**src/rtl/sqdist_mac_if.sv**
```systemverilog
// Element/result handshake bundle for sqdist_mac.
// The master side feeds element pairs and consumes results; the slave side is the MAC.
interface sqdist_mac_if #(
   parameter int Bit  = 8,
   parameter int AccW = 2*Bit+2+$clog2(17)
);
   logic                   clr;
   logic                   mode;
   logic                   in_valid;
   logic                   in_ready;
   logic signed [Bit-1:0]  inp_a;
   logic signed [Bit-1:0]  inp_b;
   logic                   res_valid;
   logic                   res_ready;
   logic signed [AccW-1:0] res;
   logic                   res_mode;

   modport master (
      output clr, mode, in_valid, inp_a, inp_b, res_ready,
      input  in_ready, res_valid, res, res_mode
   );

   modport slave (
      input  clr, mode, in_valid, inp_a, inp_b, res_ready,
      output in_ready, res_valid, res, res_mode
   );
endinterface

```
**src/rtl/sqdist_mac.sv**
```systemverilog
// Streaming squared-distance / dot-product accumulator.
// Three pipeline stages (difference, square/product, accumulate) feed a held
// result register. The whole pipe stalls while an unconsumed result is held.
module sqdist_mac #(
   parameter int Bit  = 8,
   parameter int Dim  = 16,
   parameter int AccW = 2*Bit+2+$clog2(Dim+1)
) (
   input logic        clk,
   input logic        rst,
   sqdist_mac_if.slave s
);
   localparam int CntW = (Dim > 1) ? $clog2(Dim) : 1;
   localparam int DW   = Bit + 1;
   localparam int PW   = 2*Bit + 2;
   localparam logic [CntW-1:0] CntLast = CntW'(Dim - 1);

   logic                   en;
   logic                   accept;
   logic                   rdy_q;
   logic [CntW-1:0]        cnt;
   logic                   first;
   logic                   last;
   logic                   mode_q;
   logic                   mode_cur;

   logic                   s1_v, s1_first, s1_last, s1_mode;
   logic signed [DW-1:0]   s1_x, s1_y;
   logic                   s2_v, s2_first, s2_last, s2_mode;
   logic signed [PW-1:0]   s2_p;
   logic                   s3_v, s3_last, s3_mode;
   logic signed [AccW-1:0] acc;

   logic signed [PW-1:0]   x_ext, y_ext, prod;
   logic signed [AccW-1:0] acc_in;

   logic                   res_valid_q, res_mode_q;
   logic signed [AccW-1:0] res_q;

   // The pipe only moves when the result slot is free or being drained.
   assign en         = !(res_valid_q && !s.res_ready);
   assign s.in_ready = rdy_q && en && !s.clr;
   assign accept     = s.in_valid && s.in_ready;
   assign first      = (cnt == '0);
   assign last       = (cnt == CntLast);
   // Mode is sampled on the first element and frozen for the rest of the vector.
   assign mode_cur   = first ? s.mode : mode_q;

   assign s.res_valid = res_valid_q;
   assign s.res       = res_q;
   assign s.res_mode  = res_mode_q;

   // Square of the difference, or signed product, at full width.
   always_comb begin
      x_ext  = PW'(s1_x);
      y_ext  = PW'(s1_y);
      prod   = s1_mode ? (x_ext * y_ext) : (x_ext * x_ext);
      acc_in = AccW'(s2_p);
   end

   // Ready comes up one edge after reset is released.
   always_ff @(posedge clk or negedge rst) begin
      if (!rst) rdy_q <= 1'b0;
      else      rdy_q <= 1'b1;
   end

   // Element counter and per-vector mode latch.
   always_ff @(posedge clk or negedge rst) begin
      if (!rst) begin
         cnt    <= '0;
         mode_q <= 1'b0;
      end else if (s.clr) begin
         cnt    <= '0;
      end else if (accept) begin
         cnt <= last ? '0 : cnt + CntW'(1);
         if (first) mode_q <= s.mode;
      end
   end

   // Stage 1: difference (mode 0) or raw operands (mode 1).
   always_ff @(posedge clk or negedge rst) begin
      if (!rst) begin
         s1_v <= 1'b0; s1_first <= 1'b0; s1_last <= 1'b0; s1_mode <= 1'b0;
         s1_x <= '0;   s1_y <= '0;
      end else if (s.clr) begin
         s1_v <= 1'b0;
      end else if (en) begin
         s1_v     <= accept;
         s1_first <= first;
         s1_last  <= last;
         s1_mode  <= mode_cur;
         s1_x     <= mode_cur ? DW'(s.inp_a) : (DW'(s.inp_a) - DW'(s.inp_b));
         s1_y     <= DW'(s.inp_b);
      end
   end

   // Stage 2: square or product.
   always_ff @(posedge clk or negedge rst) begin
      if (!rst) begin
         s2_v <= 1'b0; s2_first <= 1'b0; s2_last <= 1'b0; s2_mode <= 1'b0;
         s2_p <= '0;
      end else if (s.clr) begin
         s2_v <= 1'b0;
      end else if (en) begin
         s2_v     <= s1_v;
         s2_first <= s1_first;
         s2_last  <= s1_last;
         s2_mode  <= s1_mode;
         s2_p     <= prod;
      end
   end

   // Stage 3: accumulate; the first element of a vector overwrites the sum.
   always_ff @(posedge clk or negedge rst) begin
      if (!rst) begin
         s3_v <= 1'b0; s3_last <= 1'b0; s3_mode <= 1'b0;
         acc  <= '0;
      end else if (s.clr) begin
         s3_v <= 1'b0;
         acc  <= '0;
      end else if (en) begin
         s3_v    <= s2_v;
         s3_last <= s2_last;
         s3_mode <= s2_mode;
         if (s2_v) acc <= s2_first ? acc_in : (acc + acc_in);
      end
   end

   // Result slot: loads on the last element, drains on res_ready.
   always_ff @(posedge clk or negedge rst) begin
      if (!rst) begin
         res_valid_q <= 1'b0;
         res_mode_q  <= 1'b0;
         res_q       <= '0;
      end else if (s.clr) begin
         res_valid_q <= 1'b0;
      end else if (en) begin
         if (s3_v && s3_last) begin
            res_valid_q <= 1'b1;
            res_q       <= acc;
            res_mode_q  <= s3_mode;
         end else if (res_valid_q && s.res_ready) begin
            res_valid_q <= 1'b0;
         end
      end
   end
endmodule

```
**src/flat_wrapper.sv**
```systemverilog
// flat-port wrapper written by rule: the top's interface ports become plain ports
module sqdist_mac_flat 
#(
   parameter int Bit  = 8,
   parameter int Dim  = 16,
   parameter int AccW = 2*Bit+2+$clog2(Dim+1)
)
  (clk, rst, s_clr, s_mode, s_in_valid, s_inp_a, s_inp_b, s_res_ready, s_in_ready, s_res_valid, s_res, s_res_mode);
  sqdist_mac_if #(.Bit(Bit), .AccW(AccW)) s_i ();
  input logic clk;
  input logic rst;
  input wire logic [$bits(s_i.clr)-1:0] s_clr;
  input wire logic [$bits(s_i.mode)-1:0] s_mode;
  input wire logic [$bits(s_i.in_valid)-1:0] s_in_valid;
  input wire logic [$bits(s_i.inp_a)-1:0] s_inp_a;
  input wire logic [$bits(s_i.inp_b)-1:0] s_inp_b;
  input wire logic [$bits(s_i.res_ready)-1:0] s_res_ready;
  output wire logic [$bits(s_i.in_ready)-1:0] s_in_ready;
  output wire logic [$bits(s_i.res_valid)-1:0] s_res_valid;
  output wire logic [$bits(s_i.res)-1:0] s_res;
  output wire logic [$bits(s_i.res_mode)-1:0] s_res_mode;
  assign s_i.clr = s_clr;
  assign s_i.mode = s_mode;
  assign s_i.in_valid = s_in_valid;
  assign s_i.inp_a = s_inp_a;
  assign s_i.inp_b = s_inp_b;
  assign s_i.res_ready = s_res_ready;
  assign s_in_ready = s_i.in_ready;
  assign s_res_valid = s_i.res_valid;
  assign s_res = s_i.res;
  assign s_res_mode = s_i.res_mode;
  sqdist_mac #(.Bit(Bit), .Dim(Dim), .AccW(AccW)) u_core (.clk(clk), .rst(rst), .s(s_i));
endmodule
```
**config.mk**
```make
export PLATFORM = sky130hd
export DESIGN_NAME = sqdist_mac_flat
export DESIGN_NICKNAME = d
export VERILOG_FILES = /design/src/rtl/sqdist_mac_if.sv /design/src/rtl/sqdist_mac.sv /design/src/flat_wrapper.sv
export SDC_FILE = /design/constraint.sdc
export NUM_CORES = 1
export LEC_CHECK = 0
export CELL_PAD_IN_SITES_DETAIL_PLACEMENT = 1
export CELL_PAD_IN_SITES_GLOBAL_PLACEMENT = 1
export CORE_MARGIN = 2
export CORE_UTILIZATION = 35
export DETAILED_ROUTE_END_ITERATION = 16
export HOLD_SLACK_MARGIN = 0.12
export PLACE_DENSITY_LB_ADDON = 0.25
export SYNTH_ARGS = -nofsm -noshare
export SYNTH_HDL_FRONTEND = slang
export SYNTH_SLANG_ARGS = --single-unit
export TNS_END_PERCENT = 30
```
**constraint.sdc**
```tcl
create_clock -name clk -period 11.4 [get_ports clk]
set_input_delay 1.14 -clock clk [delete_from_list [all_inputs] [get_ports clk]]
set_output_delay 1.14 -clock clk [all_outputs]
set_load 0.01 [all_outputs]
```
* After elaboration in Yosys (flattened, before gate mapping)
Cells that the tools add are included.
W data, S select, Z words.
** Cells by class
- Add/sub/neg operators :: 3
- $mul :: 2
- Equality and inequality tests :: 2
- Mux-type cells :: 20
- Bitwise logic cells :: 2
- Reduce and logical (&&, ||, !) cells :: 18
** Operators by type and width (count)
- $mux W23 :: 4
- $add A23 B18 Y23 :: 1
- $mul A9 B9 Y18 :: 1
- $mux W18 :: 1
- $mul A9 B8 Y17 :: 1
- $mux W4 :: 3
- $mux W1 :: 11
- $mux W9 :: 1
- $sub A8 B8 Y9 :: 1
- $reduce_and A2 Y1 :: 4
- $logic_and A1 B1 Y1 :: 6
- $add A4 B1 Y4 const B :: 1
- $eq A4 B4 Y1 const B :: 1
- $logic_not A4 Y1 :: 1
- $reduce_bool A2 Y1 :: 2
- $logic_not A1 Y1 :: 3
- $reduce_and A3 Y1 :: 1
- $reduce_bool A3 Y1 :: 1
- $ne A2 B2 Y1 const B :: 1
- $not A1 Y1 :: 2
** Storage, ports and cells
- Register bits :: 100
- Input bits :: 22
- Output and inout port bits :: 26
- Word-level logic and storage cells :: 68

* Logic depth before layout (Yosys ltp)
Gate-level depths: netlist (run 1).
- Word-level depth :: 8
- Mapped depth :: 22
- Gate-level depth less buffers :: 20

* Least setup slack after synthesis (run 1)
OpenSTA, ideal clock, no wires.
- Path type :: flip-flop to flip-flop
- Start :: reg u_core.s1_x[2]
- End :: reg u_core.s2_p[15]
- Arrival time :: 5.094 ns
- Setup slack :: 6.177 ns
- Cell stages (with the launch flop) :: 21
- Path buffers :: 2
- Clock period less this slack :: 5.223 ns
- Cell sequence :: dfrtp_1 -> clkbuf_1 -> clkbuf_1 -> nand2_1 -> inv_1 -> fa_1 -> inv_1 -> fa_1 -> inv_1 -> fa_1 -> fa_1 -> fa_1 -> ha_1 -> o21a_1 -> o31a_1 -> or3_1 -> a31oi_1 -> nor2b_1 -> xnor2_1 -> a22oi_1 -> o21ai_1
** Between the ends
- Longest elaborated chain between the ends :: 2
- Elaborated cells between the ends (all ways) :: 3
- Classes of those cells :: mul: 2; mux: 1
** Ends and longest elaborated chain
- start: declaration :: line sqdist_mac.sv:28 : logic signed [DW-1:0] s1_x, s1_y;
- start signal: assignment :: line sqdist_mac.sv:92 : s1_x <= mode_cur ? DW'(s.inp_a) : (DW'(s.inp_a) - DW'(s.inp_b));
- $mul A9 B9 Y18 or $mul A9 B8 Y17 (tied branches) :: line sqdist_mac.sv:57 : prod = s1_mode ? (x_ext * y_ext) : (x_ext * x_ext);
- $mux W18 (*) :: line sqdist_mac.sv:57
- end signal: assignment :: line sqdist_mac.sv:109 : s2_p <= prod;
- end: declaration :: line sqdist_mac.sv:30 : logic signed [PW-1:0] s2_p;
Every way passes the cells marked *; elsewhere a longest branch is shown, timed or not.
A chain may end at the register's enable or synchronous reset.

* Worst setup path after layout (run 1)
- Start :: reg u_core.s1_x[8]
- End :: reg u_core.s2_p[15]
The elaborated chain is that of the path after synthesis.

==> results.cfg, run 1 <==
[outcome]
outcome = finished, final reports clean

[die]
core-area_sq_um = 30700
rows = 64
die_area_sq_um = 32800
num_io_pins = 48
floorplan.die.width_microns = 181
chipHeight_microns = 181
start_util = 0.357

[grt]
grt_overflow_total = 0
first_pass_grt_wire_length_mm = 47.1
grt_pass1_vias = 8903
antenna_violations_before_repair = 0
groute.usage.overall = 0.180
grt_start_max_net_pins = 70

[cts]
cts-root-to-sink-buffers = 2
clock_tree_from_tritoncts = done
cts_inserted_buffers = 9
post_cts_resized = 0
hold_buffers = 0
post-cts-setup-buffer-count = 0
number_of_sinks_on_the_clock_net = 100
root_buffer_selected_by_cts = sky130_fd_sc_hd__clkbuf_16
htreeDepth = 3
clk_latency_ns = 0.36
cts.reportedPaths.clkPinSlew_ns = 0.08

[worst_setup_path]
worstSetupPathType = flip-flop to flip-flop
cp-end-kind = flip-flop
worst-path-stages = 16
crit_fanout = 25
crit_required_ns = 11.62
reg2reg_to = u_core.s2_p[15]
setup.worst_path.start = u_core.s1_x[8]
timing.critical_path.cells = nand2_1 -> fa_1 -> inv_1 -> fa_1 -> fa_1 -> fa_1 -> fa_1 -> ha_1 -> o21a_1 -> o31a_1 -> or3_1 -> a31oi_1 -> nor2b_1 -> xnor2_1 -> a22oi_1 -> o21ai_1
crit_arrival_ns = 5.96
r2r_depth = 16
crit_top_cell = sky130_fd_sc_hd__fa_1
slowest_stage = sky130_fd_sc_hd__dfrtp_1
worst_setup_path_endpoint = u_core.s2_p[15]
reg2reg_slack_ns = 5.66
r2r_start = u_core.s1_x[8]
cpPeakStageDelay_ns = 0.94
crit_path_leading_delay_family = adder cells
critical_path_buf_inv_count = 1
startpoint_type = flip-flop

[logic_synthesis]
synth_sequential_area_ratio = 0.228
yosysWarnings = 0
syn-instance-count = 1193
synth-edff-count = 0
ff_latch_count_synth = 100
avgSynthCellArea_sq_um = 9.21
synth.top_cells.by_area = sky130_fd_sc_hd__dfrtp_1 23%, sky130_fd_sc_hd__fa_1 22%, sky130_fd_sc_hd__ha_1 12%, sky130_fd_sc_hd__inv_1 6.5%, sky130_fd_sc_hd__nand2_1 4.8%
synth.top_cells.by_count = 189 x sky130_fd_sc_hd__inv_1, 140 x sky130_fd_sc_hd__nand2_1, 119 x sky130_fd_sc_hd__fa_1
ys.flop_type = sky130_fd_sc_hd__dfrtp_1
yosysMostFrequentCell = sky130_fd_sc_hd__inv_1
post_synth_instance_area_sq_um = 11000
yosys.cell_types.count = 68
synth.largest_area_cell = sky130_fd_sc_hd__dfrtp_1
fraction_of_synthesis_flops_using_an_asynchronous_set_or_reset_pin = 1.00
syn-num-nets = 1439
synth_top_cell_area_share = 0.228

[sta]
worst_pin_slew_ns = 0.966
report.final.hold_viol_count = 0
setup_viol_count_final = 0
max_clock_freq_mhz = 174
rsz0062_at_grt = no
fin_skew_ns = 0.0117
worst_slew_margin_rel = 0.356
period_share = 0.504
layout_min_cycle_time_ns = 5.74
timing.hold.ws_ns = 0.472
finalMaxSlewViolations = 0
timing.setup.tns_ns = 0

[drt]
detailroute.via_count = 8208
route.antenna.remaining_nets = 0
finalWirelength_mm = 28.0
drc_errors = 0
post_drt_wl_per_cell_microns = 17.4
viasPerCell = 5.10
drtIter0Drc = 426
detail_route.first_pass.iterations = 4

[placed_design]
dp.cells = 1593
place.detailed.hpwl_mm = 22.0
io_buffer_count = 47
place.gp.congestion = 0.812
post_dp_cell_area_sq_um = 11800

[finish]
area_delta_synth_final_pct = 10.1
fin_area_sq_um = 12100
num-nets-final = 1454
final_layout_size_suffix_gt1_frac = 0.0594
antenna_cells_inserted = 0
fin_cells = 1609

[run]
drv_cap = 0

[min_path]
hold_path.class = flip-flop to flip-flop
-- layout by cell type (no fill, tap or decap), types with 9 or more instances in the layout --
cell type,n
sky130_fd_sc_hd__o21ai_0,76
sky130_fd_sc_hd__nor2_1,51
sky130_fd_sc_hd__a211oi_1,11
sky130_fd_sc_hd__inv_1,189
sky130_fd_sc_hd__fa_1,119
sky130_fd_sc_hd__a21o_1,13
sky130_fd_sc_hd__clkdlybuf4s50_1,46
sky130_fd_sc_hd__xnor2_1,39
sky130_fd_sc_hd__a32oi_1,9
sky130_fd_sc_hd__a21oi_1,37
sky130_fd_sc_hd__nand2b_1,13
sky130_fd_sc_hd__dfrtp_1,100
sky130_fd_sc_hd__nor2b_1,10
sky130_fd_sc_hd__nand2_1,140
sky130_fd_sc_hd__and2_1,51
sky130_fd_sc_hd__mux2i_1,16
sky130_fd_sc_hd__clkbuf_16,9
sky130_fd_sc_hd__mux2_2,26
sky130_fd_sc_hd__xor2_1,16
sky130_fd_sc_hd__ha_1,105
sky130_fd_sc_hd__nand3_1,10
-- kinds of logic after synthesis --
family / after synthesis / share of synthesized area
AOI/OAI and AO/OA: 214 / 0.130
xor gates and xnor gates: 55 / 0.0438
adders and majority gates: 224 / 0.336
buffers and inverters: 240 / 0.0832
DFF: 100 / 0.228
muxes: 42 / 0.0412
other: 1 / 0.000341
and+or+nand+nor: 317 / 0.137
-- cell type report --
type | instances | area, sq um
clock inverter | 6 | 55.1
clock buffer | 10 | 239
multi-input combinational | 853 | 7580
fill | 3591 | 18600
inverter | 190 | 713
tap | 396 | 495
timing repair buffer | 54 | 520
sequential | 100 | 2500
-- layer usage --
layer | share of wire | track usage | wire length, microns | up-vias
met1 | 0.45 | 0.234 | 12700 | 4196
met5 | 0 | 0 | 0 | -
li1 | - | - | - | 3905
met2 | 0.50 | 0.316 | 14100 | 86
met3 | 0.027 | 0.0252 | 744 | 21
met4 | 0.018 | 0.0413 | 493 | 0
-- per-stage QoR --
step	worst slack [ns]	utilization
after CTS	5.66	0.394
after floorplan	6.18	-
final	5.66	0.394
after global routing	5.32	0.394
after detailed placement	5.72	0.384
after global placement	5.81	0.384
-- how the worst min path moves through the flow --
stage               startpoint         endpoint  slack (ns)  cells after the start
2_1_floorplan   u_core.s3_last   u_core.s3_last        0.44                      2
3_3_place_gp    u_core.s2_last   u_core.s3_last        0.45                      2
3_5_place_dp    u_core.s3_last   u_core.s3_last        0.45                      2
4_1_cts         u_core.s2_last   u_core.s3_last        0.47                      2
5_1_grt        u_core.s1_first  u_core.s2_first        0.52                      2
6_report        u_core.s3_last   u_core.s3_last        0.47                      2
-- worst reg2reg max path, delay by kind of cell, from the launching register on --
family	cells	cell delay [ns]
buffers and inverters	1	0.06
xor gates and xnor gates	1	0.08
AOI/OAI and AO/OA	5	0.81
and+or+nand+nor	3	0.84
DFF	1	0.94
adders and majority gates	6	2.88
-- flip-flops by register name (all words and copies together) (netlist names) --
| name | flops |
|---|---|
| u_core.s2_mode | 1 |
| u_core.s.res_mode | 1 |
| u_core.s3_v | 1 |
| u_core.rdy_q | 1 |
| u_core.s3_last | 1 |
| u_core.s1_v | 1 |
| u_core.s.res_valid | 1 |
| u_core.s1_mode | 1 |
| u_core.s2_first | 1 |
| u_core.s1_y | 8 |
| u_core.mode_q | 1 |
| u_core.s1_last | 1 |
| u_core.s1_x | 9 |
| u_core.s2_v | 1 |
| u_core.s3_mode | 1 |
| u_core.acc | 23 |
| u_core.s.res | 23 |
| u_core.s1_first | 1 |
| u_core.s2_p | 18 |
| u_core.s2_last | 1 |
| u_core.cnt | 4 |
Power of run 1 is left out: the tool's default activity adds up to more than one toggle a clock period on the data nets, which glitch-free logic cannot reach.
==> run 2: changes to the inputs <==
==> constraint.sdc (replaced) <==
create_clock -name clk -period 5.9 [get_ports clk]
set_input_delay 0.59 -clock clk [delete_from_list [all_inputs] [get_ports clk]]
set_output_delay 0.59 -clock clk [all_outputs]
set_load 0.01 [all_outputs]
==> run 2 against run 1 <==
  * Hold slack worse by 0.30 ns
  * Non-clock buffer count is 11 higher
  * Critical path type unchanged
  * Count of clock-buffer cells in the layout stayed put
  * Register-to-register slack worse by 5.2 ns
  * First-iteration DRC count is 19% lower
  * Critical path depth is 2 higher
  * Largest cell class unchanged
  * Utilization is 0.27 points higher
  * Critical endpoint unchanged
  * Global-route usage hardly changed
  * Final area is 0.69% higher
  * Sequential cell count stayed put
  * Highest routed layer unchanged
  * Worst setup slack worse by 5.2 ns
==> results.cfg, run 2 (synthesized netlist as in run 1, its figures left out) <==
[drt]
drtIter0Drc = 344
routedLengthMet1_mm = 13.1
finalWirelength_mm = 27.7
met3_wl_post_dr_microns = 620
detail_route.first_pass.iterations = 4
viasPerCell = 5.04
drc_errors = 0
route.antenna.remaining_nets = 0
highest_layer = met4
route.met2.wl_mm = 13.5
post_drt_wl_per_cell_microns = 17.1
detailroute.via_count = 8170

[finish]
final_layout_size_suffix_gt1_frac = 0.0678
antenna_cells_inserted = 0
postLayoutCoreUtil = 0.396
final_common_cell = sky130_fd_sc_hd__inv_1
num-nets-final = 1465
area_delta_synth_final_pct = 10.9
layout.cells.most_common_list = 189 x sky130_fd_sc_hd__inv_1, 140 x sky130_fd_sc_hd__nand2_1, 119 x sky130_fd_sc_hd__fa_1

[worst_setup_path]
crit_fanout = 7
startpoint_type = flip-flop
critical_path_buf_inv_count = 3
crit_required_ns = 6.11
slowest_stage = sky130_fd_sc_hd__fa_1
crit_path_leading_delay_family = adder cells
cp-end-kind = flip-flop
timing.critical_path.cells = nand2_1 -> inv_1 -> fa_1 -> inv_1 -> fa_1 -> inv_1 -> fa_1 -> fa_1 -> fa_1 -> ha_1 -> o21a_1 -> o31a_1 -> or3_1 -> a31oi_1 -> nor2b_1 -> xnor2_1 -> a22oi_1 -> o21ai_1
worstSetupPathType = flip-flop to flip-flop
cpPeakStageDelay_ns = 0.53
crit_top_cell = sky130_fd_sc_hd__fa_1
crit_arrival_ns = 5.64

[cts]
hold_buffers = 0
clk_latency_ns = 0.36
cts-root-to-sink-buffers = 2
clock_tree_from_tritoncts = done
post_cts_resized = 0
cts_inserted_buffers = 9
htreeDepth = 3
root_buffer_selected_by_cts = sky130_fd_sc_hd__clkbuf_16
cts.reportedPaths.clkPinSlew_ns = 0.08
number_of_sinks_on_the_clock_net = 100
post-cts-setup-buffer-count = 0

[sta]
report.final.hold_viol_count = 0
worst_pin_slew_ns = 0.960
period_share = 0.921
layout_min_cycle_time_ns = 5.43
rsz0062_at_grt = no
setup_viol_count_final = 0
max_clock_freq_mhz = 184
timing.setup.tns_ns = 0
finalMaxSlewViolations = 0
worst_slew_margin_rel = 0.360
setup_ws_ns = 0.465
fin_skew_ns = 0.0108

[die]
core-area_sq_um = 30700
rows = 64
chipHeight_microns = 181
floorplan.die.width_microns = 181
die_area_sq_um = 32800
start_util = 0.357
num_io_pins = 48

[grt]
grt_pass1_vias = 8953
grt_overflow_total = 0
groute.usage.overall = 0.180
antenna_violations_before_repair = 0
first_pass_grt_wire_length_mm = 47.1
grt_start_max_net_pins = 67

[run]
drv_cap = 0

[placed_design]
dpl_worst_slack_ns = 0.468
place.gp.congestion = 0.822
io_buffer_count = 47
place.detailed.hpwl_mm = 22.6

[min_path]
hold_path.class = input pin to async pin

[outcome]
outcome = finished, final reports clean
-- run 2: changes by cell type in the layout (fill, tap and decap cells not counted) --
cell / change
sky130_fd_sc_hd__buf_4: +11
sky130_fd_sc_hd__clkinv_4: +2
sky130_fd_sc_hd__clkinvlp_4: -1
sky130_fd_sc_hd__inv_6: -1
-- run 2: metal layers --
metal | track usage | vias up
met1 | 0.243 | 4132
met5 | 0 | -
li1 | - | 3936
met3 | 0.0187 | 28
met4 | 0.0423 | 0
met2 | 0.310 | 74
-- run 2: worst paths after layout --
| kind | cells past startpoint | from | slack (ns) | end |
|---|---|---|---|---|
| min in group clk | 2 | u_core.s3_last | 0.47 | u_core.s3_last |
| max reg2reg | 18 | u_core.s1_x[2] | 0.47 | u_core.s2_p[15] |
| max in group asynchronous | 2 | rst | 4.50 | u_core.acc[15] |
| min | 1 | rst | 0.18 | u_core.acc[3] |
| max | 18 | u_core.s1_x[2] | 0.47 | u_core.s2_p[15] |
| min reg2reg | 2 | u_core.s3_last | 0.47 | u_core.s3_last |
-- run 2: final cells by class --
type / count / area (sq um)
inverter: 190 / 713
sequential: 100 / 2500
multi-input combinational: 853 / 7580
timing repair buffer: 65 / 603
clock inverter: 6 / 56.3
clock buffer: 10 / 239
fill: 3600 / 18600
tap: 396 / 495
-- run 2: through the flow --
| stage | cell area [sq um] | hold WS, ns | cells |
|---|---|---|---|
| floorplan | 11000 | 0.294 | 1193 |
| global placement | 11900 | 0.450 | 1604 |
| detailed placement | 11900 | 0.454 | 1604 |
| CTS | 12200 | 0.182 | 1620 |
| global route | 12200 | 0.202 | 1620 |
| finish | 12200 | 0.176 | 1620 |
Power of run 2 is left out for the same reason.
==> run 3: changes to the inputs <==
--- a/config.mk
+++ b/config.mk
@@ -5,6 +5,7 @@
 export SDC_FILE = /design/constraint.sdc
 export NUM_CORES = 1
 export LEC_CHECK = 0
+export ABC_AREA = 1
 export CELL_PAD_IN_SITES_DETAIL_PLACEMENT = 1
 export CELL_PAD_IN_SITES_GLOBAL_PLACEMENT = 1
 export CORE_MARGIN = 2
==> run 3 against run 2 <==
  * Maximum frequency up 6.7%
  * Hold slack better by 0.013 ns
  * Global-route usage up 2.2 points
  * Count of clock-buffer cells in the layout unchanged
  * Clock skew up 0.0028 ns
  * Sequential cell count unchanged
  * Worst setup slack better by 0.34 ns
  * Synthesized cell count up 30%
  * Register-to-register slack better by 0.34 ns
  * Cell count up 25%
  * First-iteration DRC count up 18%
==> results.cfg, run 3 <==
[cts]
hold_buffers = 0
cts_inserted_buffers = 9
cts-root-to-sink-buffers = 2
clock_tree_from_tritoncts = done
post-cts-setup-buffer-count = 0
post_cts_resized = 0
cts.reportedPaths.clkPinSlew_ns = 0.08
clk_latency_ns = 0.37
htreeDepth = 3
root_buffer_selected_by_cts = sky130_fd_sc_hd__clkbuf_16
number_of_sinks_on_the_clock_net = 100

[logic_synthesis]
fraction_of_synthesis_flops_using_an_asynchronous_set_or_reset_pin = 1.00
yosysWarnings = 0
avgSynthCellArea_sq_um = 7.57
synth-edff-count = 0
synth.largest_area_cell = sky130_fd_sc_hd__dfrtp_1
syn-instance-count = 1550
yosys.cell_types.count = 52
syn-num-nets = 1796
post_synth_instance_area_sq_um = 11700
yosysMostFrequentCell = sky130_fd_sc_hd__nand2_1
ff_latch_count_synth = 100
ys.flop_type = sky130_fd_sc_hd__dfrtp_1
synth_top_cell_area_share = 0.213
synth.top_cells.by_area = sky130_fd_sc_hd__dfrtp_1 21%, sky130_fd_sc_hd__fa_1 20%, sky130_fd_sc_hd__nand2_1 11%, sky130_fd_sc_hd__ha_1 11%, sky130_fd_sc_hd__inv_1 11%
synth.top_cells.by_count = 352 x sky130_fd_sc_hd__nand2_1, 334 x sky130_fd_sc_hd__inv_1, 119 x sky130_fd_sc_hd__fa_1
synth_sequential_area_ratio = 0.213

[finish]
final_common_cell = sky130_fd_sc_hd__nand2_1
area_delta_synth_final_pct = 10.5
layout.cells.most_common_list = 352 x sky130_fd_sc_hd__nand2_1, 334 x sky130_fd_sc_hd__inv_1, 119 x sky130_fd_sc_hd__fa_1
num-nets-final = 1821
area.sequential_sq_um = 2500
antenna_cells_inserted = 0
final_layout_size_suffix_gt1_frac = 0.0506
multi_input_area_sq_um = 7750
filler_cell_count = 4203

[sta]
period_share = 0.864
timing.setup.tns_ns = 0
worst_slew_margin_rel = 0.380
setup_viol_count_final = 0
rsz0062_at_grt = no
finalMaxSlewViolations = 0
report.final.hold_viol_count = 0
fin_skew_ns = 0.0136
layout_min_cycle_time_ns = 5.10
worst_pin_slew_ns = 0.925
max_clock_freq_mhz = 196

[worst_setup_path]
crit_arrival_ns = 5.36
reg2reg_slack_ns = 0.80
worstSetupPathType = flip-flop to flip-flop
timing.critical_path.cells = nand2_1 -> fa_1 -> inv_1 -> fa_1 -> inv_1 -> fa_1 -> inv_1 -> fa_1 -> fa_1 -> ha_1 -> a21oi_1 -> o21ai_2 -> a21o_1 -> o21ai_0 -> nand2_1 -> nand2_1 -> nand2_1
r2r_depth = 17
crit_top_cell = sky130_fd_sc_hd__fa_1
slowest_stage = sky130_fd_sc_hd__dfrtp_1
reg2reg_to = u_core.s2_p[13]
cpPeakStageDelay_ns = 0.85
crit_required_ns = 6.17
crit_fanout = 19
cp-end-kind = flip-flop
startpoint_type = flip-flop
r2r_start = u_core.s1_x[5]

[grt]
grt_start_max_net_pins = 62
first_pass_grt_wire_length_mm = 56.9
groute.usage.overall = 0.202
grt_pass1_vias = 10900
antenna_violations_before_repair = 0
grt_overflow_total = 0

[die]
rows = 67
start_util = 0.353
num_io_pins = 48
die_area_sq_um = 35000
core-area_sq_um = 33300
chipHeight_microns = 187
floorplan.die.width_microns = 187

[placed_design]
io_buffer_count = 47
place.detailed.hpwl_mm = 27.6
place.gp.congestion = 0.891

[drt]
detail_route.first_pass.iterations = 4
route.antenna.remaining_nets = 0
drtIter0Drc = 407
viasPerCell = 4.86
finalWirelength_mm = 33.4
post_drt_wl_per_cell_microns = 16.5
drc_errors = 0
detailroute.via_count = 9863

[min_path]
hold_path.class = input pin to async pin

[run]
drv_cap = 0

[outcome]
outcome = finished, final reports clean
run 3: cell types whose count changed after synthesis, sizes merged, moves of 14 or more:
cell    previous run  this run
inv              189       339
nand2            140       361
xnor2             39        11
nor2              51        97
a21oi             41        72
o21ai             78       121
mux2              26         6
and2              51         1
nand3             11        70
mux2i             16         0
nand2b            14         0
run 3: cells by family (layout without fill, tap and decap cells):
kind of cell | Yosys count | after routing | synth area share
AOI/OAI and AO/OA | 236 | 236 | 0.114
and+or+nand+nor | 565 | 565 | 0.203
buffers and inverters | 389 | 419 | 0.127
xor gates and xnor gates | 29 | 29 | 0.0216
other | 1 | 1 | 0.000319
muxes | 6 | 6 | 0.00671
adders and majority gates | 224 | 224 | 0.315
DFF | 100 | 100 | 0.213
run 3: worst max-delay path, delay by kind of cell, from the launching register on:
family | cells | cell delay [ns]
AO/OA/AOI/OAI | 4 | 0.75
adder cells (fa/ha/maj) | 6 | 2.83
flip-flops | 1 | 0.85
buffers and inverters | 3 | 0.16
AND/OR/NAND/NOR | 4 | 0.39
run 3: per-layer routing:
layer / wire length (microns) / up-vias / GRT usage
met5: 0 / - / 0
met1: 15900 / 4909 / 0.263
met4: 512 / 0 / 0.0437
met2: 16400 / 95 / 0.361
met3: 606 / 29 / 0.0205
li1: - / 4830 / -
run 3: final cells by class:
| class | count | share of cell area |
|---|---|---|
| Multi-Input combinational cell | 1061 | 0.598 |
| Sequential cell | 100 | 0.193 |
| Inverter | 342 | 0.0992 |
| Tap cell | 448 | 0.0432 |
| Clock inverter | 6 | 0.00434 |
| Clock buffer | 10 | 0.0184 |
| Timing Repair Buffer | 61 | 0.0442 |
run 3: worst max-delay path by stage:
stage	cells past startpoint	startpoint	endpoint	slack, ns
after detailed placement	17	u_core.s1_x[5]	u_core.s2_p[13]	0.82
after global placement	15	u_core.s1_x[2]	u_core.s2_p[13]	0.85
after global routing	20	u_core.s1_x[5]	u_core.s2_p[17]	0.45
final	17	u_core.s1_x[5]	u_core.s2_p[13]	0.80
after floorplan	21	u_core.s1_x[8]	u_core.s2_p[17]	1.14
after CTS	17	u_core.s1_x[5]	u_core.s2_p[13]	0.83
run 3: metrics by stage:
step	worst slack (ns)	hold slack (ns)	cells	utilization	instance area, sq um
floorplan	1.14	0.294	1550	-	11700
global placement	0.852	0.464	2012	0.381	12700
detailed placement	0.824	0.472	2012	0.381	12700
CTS	0.832	0.204	2028	0.390	13000
global route	0.452	0.239	2028	0.390	13000
finish	0.805	0.189	2028	0.390	13000
Power of run 3 is left out for the same reason.
